$ cat src/rtl/reg_file_sb_pkg.sv
// Shared definitions for the scoreboarded register file: destination class
// codes, special-register offsets and the zero data constant.
package reg_file_sb_pkg;

    localparam int REG_OP_W = 3;

    typedef enum logic [REG_OP_W-1:0] {
        REG_OP_NOP = 3'd0,
        REG_OP_REG = 3'd1,
        REG_OP_T   = 3'd2,
        REG_OP_SP  = 3'd3,
        REG_OP_IH  = 3'd4,
        REG_OP_RA  = 3'd5
    } reg_op_e;

    localparam logic [15:0] DATA_ZERO = 16'h0000;

    localparam int SPEC_T  = 0;
    localparam int SPEC_SP = 1;
    localparam int SPEC_IH = 2;
    localparam int SPEC_RA = 3;
    localparam int SPEC_NUM = 4;

endpackage

$ cat src/rtl/reg_sb_counter.sv
// Pending-write counter for one destination: saturating up/down with flush
// clear. The one-flag exists only when REG_FILE_BYPASS_EN is defined.
module reg_sb_counter #(
    parameter int CNT_W = 2
) (
    input  logic clk_50MHz,
    input  logic rst,
    input  logic inc,
    input  logic dec,
    input  logic flush,
    output logic is_zero,
`ifdef REG_FILE_BYPASS_EN
    output logic is_one,
`endif
    output logic is_max
);

    logic [CNT_W-1:0] cnt;

    // A claim and a release on the same cycle cancel; release never underflows.
    always_ff @(posedge clk_50MHz or negedge rst) begin
        if (!rst) begin
            cnt <= '0;
        end else if (flush) begin
            cnt <= '0;
        end else if (inc && !dec) begin
            cnt <= cnt + CNT_W'(1);
        end else if (dec && !inc && (cnt != '0)) begin
            cnt <= cnt - CNT_W'(1);
        end
    end

    assign is_zero = (cnt == '0);
`ifdef REG_FILE_BYPASS_EN
    assign is_one  = (cnt == CNT_W'(1));
`endif
    assign is_max  = (cnt == {CNT_W{1'b1}});

endmodule

$ cat src/rtl/reg_file_sb.sv
// Register file with N read ports, one write-back port, T/SP/IH/RA and a
// pending-write scoreboard. Same-cycle forwarding under REG_FILE_BYPASS_EN.
module reg_file_sb
    import reg_file_sb_pkg::*;
#(
    parameter int DATA_W   = 16,
    parameter int GPR_NUM  = 8,
    parameter int ADDR_W   = 3,
    parameter int RD_PORTS = 2,
    parameter int CNT_W    = 2
) (
    input  logic                         clk_50MHz,
    input  logic                         rst,
    input  logic [RD_PORTS*ADDR_W-1:0]   rd_addr,
    output logic [RD_PORTS*DATA_W-1:0]   rd_data,
    output logic [RD_PORTS-1:0]          rd_ready,
    input  logic [REG_OP_W-1:0]          claim_op,
    input  logic [ADDR_W-1:0]            claim_addr,
    output logic                         claim_ok,
    input  logic [REG_OP_W-1:0]          wb_op,
    input  logic [ADDR_W-1:0]            wb_addr,
    input  logic [DATA_W-1:0]            wb_data,
    input  logic                         flush,
    output logic [DATA_W-1:0]            T_data,
    output logic [DATA_W-1:0]            SP_data,
    output logic [DATA_W-1:0]            IH_data,
    output logic [DATA_W-1:0]            RA_data,
    output logic [SPEC_NUM-1:0]          spec_ready
);

    localparam int DEST_NUM = GPR_NUM + SPEC_NUM;
    localparam int DW = $clog2(DEST_NUM);

    logic [DATA_W-1:0] regs [DEST_NUM];
    logic [DEST_NUM-1:0] cnt_zero;
    logic [DEST_NUM-1:0] cnt_max;
`ifdef REG_FILE_BYPASS_EN
    logic [DEST_NUM-1:0] cnt_one;
`endif

    logic          claim_valid;
    logic [DW-1:0] claim_idx;
    logic          wb_valid;
    logic [DW-1:0] wb_idx;
    logic [DATA_W-1:0] spec_data [SPEC_NUM];

    // Maps an op/address pair to a flat destination index; undefined codes and
    // out-of-range GPR addresses come back invalid.
    function automatic logic [DW:0] decode_dest(input logic [REG_OP_W-1:0] op,
                                                input logic [ADDR_W-1:0] addr);
        logic [DW:0] res;
        res = '0;
        case (op)
            REG_OP_REG: if (int'(addr) < GPR_NUM) res = {1'b1, DW'(addr)};
            REG_OP_T:   res = {1'b1, DW'(GPR_NUM + SPEC_T)};
            REG_OP_SP:  res = {1'b1, DW'(GPR_NUM + SPEC_SP)};
            REG_OP_IH:  res = {1'b1, DW'(GPR_NUM + SPEC_IH)};
            REG_OP_RA:  res = {1'b1, DW'(GPR_NUM + SPEC_RA)};
            default:    res = '0;
        endcase
        return res;
    endfunction

    always_comb begin
        {claim_valid, claim_idx} = decode_dest(claim_op, claim_addr);
        {wb_valid, wb_idx}       = decode_dest(wb_op, wb_addr);
    end

    assign claim_ok = claim_valid && !cnt_max[claim_idx] && !flush;

    // Data writes still land during a flush; only the scoreboard is discarded.
    always_ff @(posedge clk_50MHz or negedge rst) begin
        if (!rst) begin
            for (int d = 0; d < DEST_NUM; d++) begin
                regs[d] <= '0;
            end
        end else if (wb_valid) begin
            regs[wb_idx] <= wb_data;
        end
    end

    for (genvar d = 0; d < DEST_NUM; d++) begin : g_cnt
        reg_sb_counter #(.CNT_W(CNT_W)) u_cnt (
            .clk_50MHz(clk_50MHz),
            .rst      (rst),
            .inc      (claim_ok && (claim_idx == DW'(d))),
            .dec      (wb_valid && (wb_idx == DW'(d))),
            .flush    (flush),
            .is_zero  (cnt_zero[d]),
`ifdef REG_FILE_BYPASS_EN
            .is_one   (cnt_one[d]),
`endif
            .is_max   (cnt_max[d])
        );
    end

    // Forwarding only applies to the last outstanding write (count of one).
    always_comb begin
        logic [ADDR_W-1:0] a;
        logic [DW-1:0] idx;
        rd_data  = '0;
        rd_ready = '1;
        a = '0;
        idx = '0;
        for (int i = 0; i < RD_PORTS; i++) begin
            a = rd_addr[i*ADDR_W +: ADDR_W];
            if (int'(a) < GPR_NUM) begin
                idx = DW'(a);
                rd_data[i*DATA_W +: DATA_W] = regs[idx];
                rd_ready[i] = cnt_zero[idx];
`ifdef REG_FILE_BYPASS_EN
                if (wb_valid && (wb_idx == idx) && cnt_one[idx]) begin
                    rd_data[i*DATA_W +: DATA_W] = wb_data;
                    rd_ready[i] = 1'b1;
                end
`endif
            end
        end
    end

    always_comb begin
        logic [DW-1:0] sidx;
        sidx = '0;
        for (int k = 0; k < SPEC_NUM; k++) begin
            sidx = DW'(GPR_NUM + k);
            spec_data[k]  = regs[sidx];
            spec_ready[k] = cnt_zero[sidx];
`ifdef REG_FILE_BYPASS_EN
            if (wb_valid && (wb_idx == sidx) && cnt_one[sidx]) begin
                spec_data[k]  = wb_data;
                spec_ready[k] = 1'b1;
            end
`endif
        end
    end

    assign T_data  = spec_data[SPEC_T];
    assign SP_data = spec_data[SPEC_SP];
    assign IH_data = spec_data[SPEC_IH];
    assign RA_data = spec_data[SPEC_RA];

endmodule

$ cat config.mk
export PLATFORM = sky130hd
export DESIGN_NAME = reg_file_sb
export DESIGN_NICKNAME = d
export VERILOG_FILES = /design/src/rtl/reg_file_sb_pkg.sv /design/src/rtl/reg_sb_counter.sv /design/src/rtl/reg_file_sb.sv
export SDC_FILE = /design/constraint.sdc
export NUM_CORES = 1
export LEC_CHECK = 0
export ABC_AREA = 1
export CORE_MARGIN = 2
export CORE_UTILIZATION = 40
export DETAILED_ROUTE_END_ITERATION = 8
export GPL_ROUTABILITY_DRIVEN = 0
export HOLD_SLACK_MARGIN = 0.08
export MAX_ROUTING_LAYER = met4
export SLEW_MARGIN = 20
export SYNTH_ARGS = -nofsm -noshare
export SYNTH_HDL_FRONTEND = slang
export SYNTH_SLANG_ARGS = --single-unit
$ cat constraint.sdc
create_clock -name clk_50MHz -period 5.55 [get_ports clk_50MHz]
set_input_delay 1.11 -clock clk_50MHz [delete_from_list [all_inputs] [get_ports clk_50MHz]]
set_output_delay 1.11 -clock clk_50MHz [all_outputs]
set_load 0.1 [all_outputs]
==> results of run 1 <==
==> through the flow <==
stage / power, uW / setup WS (ns) / area, um2
6_report: 6800 / 1.19 / 14200
5_1_grt: 7130 / 1.09 / 14200
4_1_cts: 6840 / 1.25 / 14200
3_5_place_dp: 5060 / 1.25 / 13400
3_3_place_gp: 5030 / 1.24 / 13400
2_1_floorplan: 4500 / 0.884 / 11900
==> worst min-delay path by stage <==
stage | startpoint | slack (ns) | to
floorplan | regs[100]$_DFFE_PN0N_ | 0.45 | regs[100]$_DFFE_PN0N_
global placement | T_data[7]$_DFFE_PN0P_ | 0.47 | T_data[7]$_DFFE_PN0P_
detailed placement | RA_data[11]$_DFFE_PN0P_ | 0.47 | RA_data[11]$_DFFE_PN0P_
CTS | RA_data[11]$_DFFE_PN0P_ | 0.49 | RA_data[11]$_DFFE_PN0P_
global route | regs[99]$_DFFE_PN0N_ | 0.51 | regs[99]$_DFFE_PN0N_
finish | IH_data[2]$_DFFE_PN0P_ | 0.48 | IH_data[2]$_DFFE_PN0P_
==> layout make-up <==
type	count	share of cell area, %
Timing Repair Buffer	165	13.6
Clock inverter	8	0.738
Inverter	129	3.40
Tap cell	390	3.42
Antenna cell	2	0.0351
Multi-Input combinational cell	1058	35.4
Clock buffer	39	5.47
Sequential cell	216	37.9
==> sequential cells by signal (all words and copies together), names as in the netlist <==
signal,count
g_cnt.u_cnt.cnt,24
IH_data,16
SP_data,16
RA_data,16
T_data,16
regs,128
==> routing by layer <==
| layer | global-route usage [%] | vias up |
|---|---|---|
| li1 | - | 5208 |
| met1 | 32.4 | 5037 |
| met2 | 38.8 | 351 |
| met3 | 4.26 | 41 |
| met4 | 6.37 | 0 |
| met5 | - | - |
==> critical path, cell delays in order <==
cell and delay (ns):
clkdlybuf4s50_1 0.49, buf_4 0.52, o21ai_0 0.16, o21ai_0 0.23
a21oi_1 0.08, a31oi_1 0.40, buf_12 0.24
==> cells in the mapped netlist (all sizes together) <==
cell / instances / area share, %
nand2: 366 / 12
o21ai: 343 / 14
dfrtp: 216 / 46
nor2: 124 / 4.2
inv: 120 / 3.8
clkbuf: 92 / 2.9
a21oi: 84 / 3.6
buf: 81 / 4.9
a31oi: 34 / 1.8
nand3: 34 / 1.8
o211ai: 32 / 2.0
nand4: 27 / 1.5
o2111ai: 11 / 0.81
clkinv: 9 / 0.28
ha: 2 / 0.21
o22ai: 1 / 0.053
==> power groups by stage <==
stage	Sequential, uW	Clock [uW]	Combinational [uW]
finish	2210	1760	2830
global route	2260	1850	3030
CTS	2210	1790	2850
detailed placement	2220	0	2840
global placement	2220	0	2820
floorplan	2170	0	2330
==> logic make-up (layout without fill, tap and decap cells) <==
logic type | count (synthesis) | in the layout | share of synthesized area [%]
AND/OR/NAND/NOR | 551 | 551 | 19.6
AO/OA/AOI/OAI | 505 | 505 | 22.7
buffers and inverters | 302 | 341 | 11.9
flip-flops | 216 | 216 | 45.6
adder cells (fa/ha/maj) | 2 | 2 | 0.211
other | 0 | 2 | 0
==> metrics.yaml, run 1 <==
outcome:
  status: "completed"
global_route:
  track_usage_pct: 24.4
  grt_pass1_wl_mm: 57.3
  grt_max_degree: 111
  grt_pass1_vias: 10100
  grt_overflow: 0
  antenna_found_initial: 2
final_layout:
  multi_input_area_um2: 5050
  mostFrequentLayoutCell: "nand2_1"
  seq_area_um2: 5410
  final_cell_mix: "nand2_1, o21ai_0, dfrtp_1"
  drive_above_1_share_pct: 9.35
  fin_util_pct: 48.5
  fillCellCount: 2850
  final_cell_count_no_fill: 2007
  area_delta_synth_final_pct: 20.1
  final_nets: 1635
die:
  die_h_um: 176
  start_util_pct: 40.3
  placeableCoreArea_um2: 29400
  dieWidth_um: 176
  die_area_um2: 31100
  rows: 63
  io_pins: 140
detailed_routing:
  drt_first_pass_iters: 7
  wirelength_mm: 36.7
  vias: 10600
  drc: 0
  wl_met3_mm: 2.55
  viasPerCell: 5.30
  route.met2.wl_mm: 16.9
  drtIter0Drc: 1042
  wirelength_met1_mm: 16.6
  ant_nets: 0
  routedWlPerCell_um: 18.3
  top_layer_used: "met4"
sta:
  fin_crit_sh_pct: 78.5
  setup_viol: 0
  drv_slew: 0
  period_needed_ns: 4.36
  worst_pin_slew_ns: 1.02
  hold_violations: 0
  rsz0062_at_grt: "no"
  fmax_mhz: 230
  holdWs_ns: 0.485
  tns_ns: 0
  relSlewSlack_pct: 31.6
  skew_ns: 0.00634
clock_network:
  insertion_delay_ns: 0.54
  cts.sinks: 216
  clkSlewWorstSetupHoldPaths_ns: 0.06
  cts_tree: "yes"
  holdBufCountCts: 0
  cts.repair.resized: 0
  post_cts_buffers: 0
  cts.path.max_buffers: 3
  cts_buffers: 26
  cts_root_buffer: "clkbuf_16"
  h-tree-depth: 1
setup_path:
  endpoint: "rd_data[26]"
  r2r_start: "g_cnt[3].u_cnt.cnt[0]$_DFFE_PN0P_"
  crit_path_end_kind: "primary output"
  cp-start-kind: "input pin"
  r2r_slack_ns: 3.40
  critPathRequiredTime_ns: 4.44
  crit_path_start: "rd_addr[4]"
  crit_path_max_fanout: 49
  rr_worst_depth: 11
  arrival_ns: 3.25
  crit-reg2reg-capture: "g_cnt[4].u_cnt.cnt[1]$_DFFE_PN0P_"
  worstSetupPathType: "input pin to primary output"
pwr:
  powerDensity_nw_per_um2: 477
  p_seq_share_pct: 32.5
  clkPwrFrac_pct: 25.8
  p_switching_uw: 3050
  p_int_uw: 3750
  ir_drop_uv: 394
  swShare_pct: 44.9
  p_leak_uw: 0.00639
  pwr-share-comb_pct: 41.7
synth:
  synth.avg_cell_area_um2: 7.53
  syn_nets: 1615
  yosysSeqAreaShare_pct: 45.6
  yosysWarnings: 0
  ys_ff_latch: 216
  syn-instance-count: 1576
  syn_area_um2: 11900
  synth.distinct_cells: 29
min_path:
  hold_class: "flop to flop"
  hold_depth: 2
job:
  max-cap-violations: 0
placed_design:
  dp.cells: 1958
  port_buffers: 139
  dp_hpwl_mm: 23.0
(Power assumes the default switching activity.)
==> run 2: changes to the inputs <==
clock period = 4.3 ns   (was 5.55 ns; I/O delays follow)
==> run 2 against run 1 <==
Setup slack got worse by 0.61 ns. Non-clock buffer count rose by 6. Largest power group unchanged. Final cell count did not move. Count of clock-buffer cells in the layout fell by 6. Critical endpoint is now claim_ok.
==> metrics.yaml, run 2 (synthesis gave the netlist of run 1 again) <==
outcome:
  status: "completed"
clock_network:
  cts.repair.resized: 0
  cts.sinks: 216
  holdBufCountCts: 0
  post_cts_buffers: 0
  h-tree-depth: 1
  cts.path.max_buffers: 3
  cts_buffers: 25
  insertion_delay_ns: 0.53
  clkSlewWorstSetupHoldPaths_ns: 0.06
  cts_root_buffer: "clkbuf_16"
  cts_tree: "yes"
detailed_routing:
  drtIter0Drc: 896
  wirelength_met1_mm: 16.8
  drc: 0
  wirelength_mm: 36.8
  drt_first_pass_iters: 5
  vias: 10800
  viasPerCell: 5.40
  routedWlPerCell_um: 18.3
  ant_nets: 0
  wl_met3_mm: 2.40
  route.met2.wl_mm: 16.8
  top_layer_used: "met4"
placed_design:
  placed_area_um2: 13500
  dp_hpwl_mm: 24.0
  port_buffers: 139
sta:
  period_needed_ns: 3.72
  tns_ns: 0
  rsz0062_at_grt: "no"
  relSlewSlack_pct: 31.1
  hold_violations: 0
  worst_pin_slew_ns: 1.03
  drv_slew: 0
  skew_ns: 0.00509
  setup_viol: 0
  fmax_mhz: 269
  fin_crit_sh_pct: 86.4
setup_path:
  crit_path_end_kind: "primary output"
  arrival_ns: 2.86
  worstSetupPathType: "input pin to primary output"
  crit_path_max_fanout: 10
  rr_worst_depth: 14
  critPathRequiredTime_ns: 3.44
  r2r_slack_ns: 2.21
  cp-start-kind: "input pin"
  r2r_start: "g_cnt[1].u_cnt.cnt[0]$_DFFE_PN0P_"
  crit-reg2reg-capture: "g_cnt[11].u_cnt.cnt[0]$_DFFE_PN0P_"
pwr:
  p_seq_share_pct: 33.0
  ir_drop_uv: 492
  pwr-share-comb_pct: 42.6
  clkPwrFrac_pct: 24.4
  p_int_uw: 4720
  powerDensity_nw_per_um2: 607
  p_switching_uw: 3930
  swShare_pct: 45.4
  p_leak_uw: 0.00639
die:
  start_util_pct: 40.3
  rows: 63
  dieWidth_um: 176
  die_h_um: 176
  io_pins: 140
  placeableCoreArea_um2: 29400
  die_area_um2: 31100
final_layout:
  largestRegisters: "regs (128), g_cnt.u_cnt.cnt (24)"
  finish.instance_area_um2: 14300
  drive_above_1_share_pct: 9.40
  final_cell_mix: "nand2_1, o21ai_0, dfrtp_1"
  antenna_cells: 0
  area_delta_synth_final_pct: 20.2
  final_nets: 1640
  largest_reg_flops: 128
  top_register: "regs"
  mostFrequentLayoutCell: "nand2_1"
global_route:
  grt_overflow: 0
  antenna_found_initial: 0
  grt_pass1_vias: 10500
  track_usage_pct: 24.4
  grt_pass1_wl_mm: 57.9
  grt_max_degree: 115
min_path:
  hold_class: "input pin to async pin"
job:
  max-cap-violations: 0
-- run 2: critical path, cell delays in order --
cell	delay (ns)
clkdlybuf4s50_1	0.58
inv_2	0.08
ha_1	0.36
nand2_4	0.16
nand2_4	0.09
nand2_1	0.07
nand2_1	0.05
nand2_1	0.05
nand2_1	0.07
nand2_1	0.08
nand2_2	0.08
nor2_8	0.13
buf_12	0.18
-- run 2: power by group through the flow --
stage / combinational (uW) / clock, uW / sequential [uW]
floorplan: 3010 / 0 / 2790
global placement: 3650 / 0 / 2860
detailed placement: 3690 / 0 / 2870
CTS: 3700 / 2160 / 2850
global route: 3920 / 2240 / 2920
finish: 3680 / 2110 / 2850
-- run 2: how the worst max path moves through the flow --
stage	from	endpoint	slack, ns	cells past startpoint
4_1_cts	claim_op[1]	claim_ok	0.57	13
3_5_place_dp	claim_op[1]	claim_ok	0.59	13
6_report	claim_op[1]	claim_ok	0.58	13
5_1_grt	claim_op[1]	claim_ok	0.43	13
2_1_floorplan	rd_addr[0]	rd_ready[0]	0.13	6
3_3_place_gp	claim_op[1]	claim_ok	0.62	13
-- run 2: cell type report --
class                           instances  area, um2
Fill cell                            2831      15100
Tap cell                              390        488
Timing Repair Buffer                  171       2030
Clock buffer                           33        686
Inverter                              129        484
Sequential cell                       216       5410
Multi-Input combinational cell       1058       5050
Clock inverter                         10        120
-- run 2: through the flow --
step	power, uW	hold WS, ns	util, %	cells	worst slack, ns
3_3_place_gp	6510	0.465	45.8	1964	0.617
5_1_grt	9080	0.483	48.5	2007	0.428
6_report	8650	0.386	48.5	2007	0.583
2_1_floorplan	5800	0.453	-	1576	0.134
4_1_cts	8700	0.451	48.5	2007	0.573
3_5_place_dp	6560	0.473	45.8	1964	0.589
-- run 2: routing by layer --
layer	GRT usage [%]	up-vias
met5	-	-
met4	6.68	0
met3	2.95	53
met2	38.7	390
met1	33.3	5162
li1	-	5227
==> run 3: changes to the inputs <==
ABC_AREA = default   (was 1)
DONT_BUFFER_PORTS = 1   (was default)
clock period = 3.6 ns   (was 4.3 ns; I/O delays follow)
==> run 3 against run 2 <==
The flow now finishes with violations (negative hold slack). Clock power increased by 25%. Final cell count shrank 42%. First-iteration DRC count down 49%. Sequential cell count did not move. Sequential share of layout area up 5.6 points. Worst hold slack worse by 0.47 ns. Synthesized cell count decreased by 46%. Die area shrank 1.7%. Register-to-register slack got worse by 0.67 ns. Combinational power decreased by 60%. Count of clock-buffer cells in the layout up 4. Routed wire length down 26%. Critical path type unchanged. Critical endpoint unchanged.
==> metrics.yaml, run 3 <==
outcome:
  status: "finished with violations"
  violations: "negative hold slack"
synth:
  synthAdderAreaFrac_pct: 0.215
  synth-async-reset-ratio_pct: 100
  synthTopCellsByCount: "mux2_2, dfrtp_1, buf_4, mux4_2, clkbuf_1"
  syn_area_um2: 11700
  yosys.area.top_type_share_pct: 46.4
  synth.distinct_cells: 63
  synth_xor_area_share_pct: 0.376
  yosys.area.top_type: "dfrtp_1"
  synth_top_family_by_area: "multiplexers"
  synth_compound_area_share_pct: 4.94
  synth.most_common_cell: "mux2_2"
  synthMuxAreaShare_pct: 35.6
  yosysWarnings: 0
  synth.avg_cell_area_um2: 13.6
  syn_nets: 896
  syn-instance-count: 857
  yosysSeqAreaShare_pct: 46.4
  ys_ff_latch: 216
  synth-simple-area-share_pct: 5.50
  synth-edff-count: 0
  synth_ff_type: "dfrtp_1"
  synth_area_leaders: "dfrtp_1, mux2_2, mux4_2, buf_4, clkbuf_1"
clock_network:
  cts.repair.resized: 0
  clkSlewWorstSetupHoldPaths_ns: 0.06
  insertion_delay_ns: 0.52
  cts.path.max_buffers: 3
  h-tree-depth: 1
  cts_tree: "yes"
  cts_root_buffer: "clkbuf_16"
  cts_buffers: 26
  post_cts_buffers: 0
  cts.sinks: 216
die:
  die_h_um: 175
  dieWidth_um: 175
  rows: 62
  io_pins: 140
  die_area_um2: 30500
  start_util_pct: 40.6
  placeableCoreArea_um2: 28700
setup_path:
  worstSetupPathType: "input pin to primary output"
  critPathRequiredTime_ns: 2.88
  crit_path_max_fanout: 8
  rr_worst_depth: 6
  cp-start-kind: "input pin"
  arrival_ns: 2.66
  crit_path_end_kind: "primary output"
  crit_path_start: "claim_op[1]"
  r2r_start: "g_cnt[9].u_cnt.cnt[0]$_DFFE_PN0P_"
global_route:
  grt_max_degree: 217
  grt_pass1_wl_mm: 42.0
  track_usage_pct: 18.5
  grt_overflow: 0
  antenna_found_initial: 0
  grt_pass1_vias: 6976
pwr:
  ir_drop_uv: 538
  p_leak_uw: 0.00525
  powerDensity_nw_per_um2: 710
placed_design:
  dp_worst_setup_slack_ns: 0.240
  port_buffers: 0
  dp_hpwl_mm: 16.7
  placed_area_um2: 11500
sta:
  skew_ns: 0.0229
  drv_slew: 0
  worst_slack_ns: 0.222
  rsz0062_at_grt: "no"
  worst_pin_slew_ns: 1.11
  period_needed_ns: 3.38
  fin_crit_sh_pct: 93.8
  fmax_mhz: 296
  setup_viol: 0
  tns_ns: 0
  holdWs_ns: -0.0858
  relSlewSlack_pct: 26.2
  hold_violations: 57
final_layout:
  drive_above_1_share_pct: 49.3
  mostFrequentLayoutCell: "mux2_2"
  antenna_cells: 0
  largest_reg_flops: 128
  finish.instance_area_um2: 12400
  largestRegisters: "regs (128), g_cnt.u_cnt.cnt (24)"
  fin_util_pct: 43.3
  top_register: "regs"
  final_nets: 807
  area_delta_synth_final_pct: 6.56
  final_cell_mix: "mux2_2, dfrtp_1, mux4_2"
detailed_routing:
  drtIter0Drc: 455
  ant_nets: 0
  vias: 6687
  viasPerCell: 5.71
  wirelength_mm: 27.2
  drc: 0
  drt_first_pass_iters: 4
  routedWlPerCell_um: 23.3
job:
  max-cap-violations: 0
min_path:
  hold_class: "input pin to async pin"
==> run 3: changes by cell type in the layout (fill, tap and decap cells not counted), sizes merged, moves of 88 or more <==
cell	change
mux2	+230
nor2	-88
o21ai	-334
nand2	-338
inv	-112
clkdlybuf4s50	-101
==> run 3: area by class of cell <==
cell class / instances / area (um2)
clock inverters: 10 / 87.6
multi-input cells: 500 / 5490
clock buffers: 37 / 803
well taps: 384 / 480
flip-flops and latches: 216 / 5410
repair buffers: 15 / 125
inverters: 9 / 33.8
fillers: 2650 / 16300
==> run 3: critical path: stages <==
cell,delay (ns)
inv_1,0.05
ha_1,0.42
nor4bb_1,0.32
a41o_1,0.26
nor3_1,0.14
a211oi_1,0.22
nand2_1,0.13
a31oi_4,0.21
buf_12,0.20
==> run 3: worst paths after layout <==
kind                                                endpoint  slack [ns]
min reg2reg                             regs[89]$_DFFE_PN0N_        0.52
max reg2reg                g_cnt[9].u_cnt.cnt[1]$_DFFE_PN0P_        1.54
min                                   RA_data[4]$_DFFE_PN0P_       -0.09
max in group asynchronous  g_cnt[9].u_cnt.cnt[1]$_DFFE_PN0P_        3.18
min in group clk_50MHz     g_cnt[2].u_cnt.cnt[1]$_DFFE_PN0P_        0.26
max                                                 claim_ok        0.22
==> run 3: metrics by stage <==
stage	instances	hold WS, ns	total power, uW
2_1_floorplan	857	0.424	6410
3_3_place_gp	1124	0.433	6200
3_5_place_dp	1124	0.433	6240
4_1_cts	1171	-0.124	8920
5_1_grt	1171	-0.120	9140
6_report	1171	-0.0858	8820
==> run 3: per-layer routing <==
layer | global-route usage [%] | part of all wire (%) | vias to the layer above
met2 | 29.3 | 48 | 157
met5 | - | 0 | -
met3 | 4.00 | 7.1 | 26
met1 | 24.6 | 43 | 3552
li1 | - | - | 2952
met4 | 3.65 | 1.4 | 0
==> run 3: cells by family (layout without fill, tap and decap cells) <==
kind of cell | count (synthesis) | count (layout)
XOR/XNOR | 5 | 5
adder cells (fa/ha/maj) | 2 | 2
AND/OR/NAND/NOR | 120 | 120
AO/OA/AOI/OAI | 72 | 72
flip-flops | 216 | 216
multiplexers | 301 | 301
buffers and inverters | 141 | 71
==> run 3: power by group <==
group | switching [uW] | total (uW) | internal, uW
Clock | 1020 | 2640 | 1620
Combinational | 836 | 1480 | 649
Sequential | 1870 | 4700 | 2830
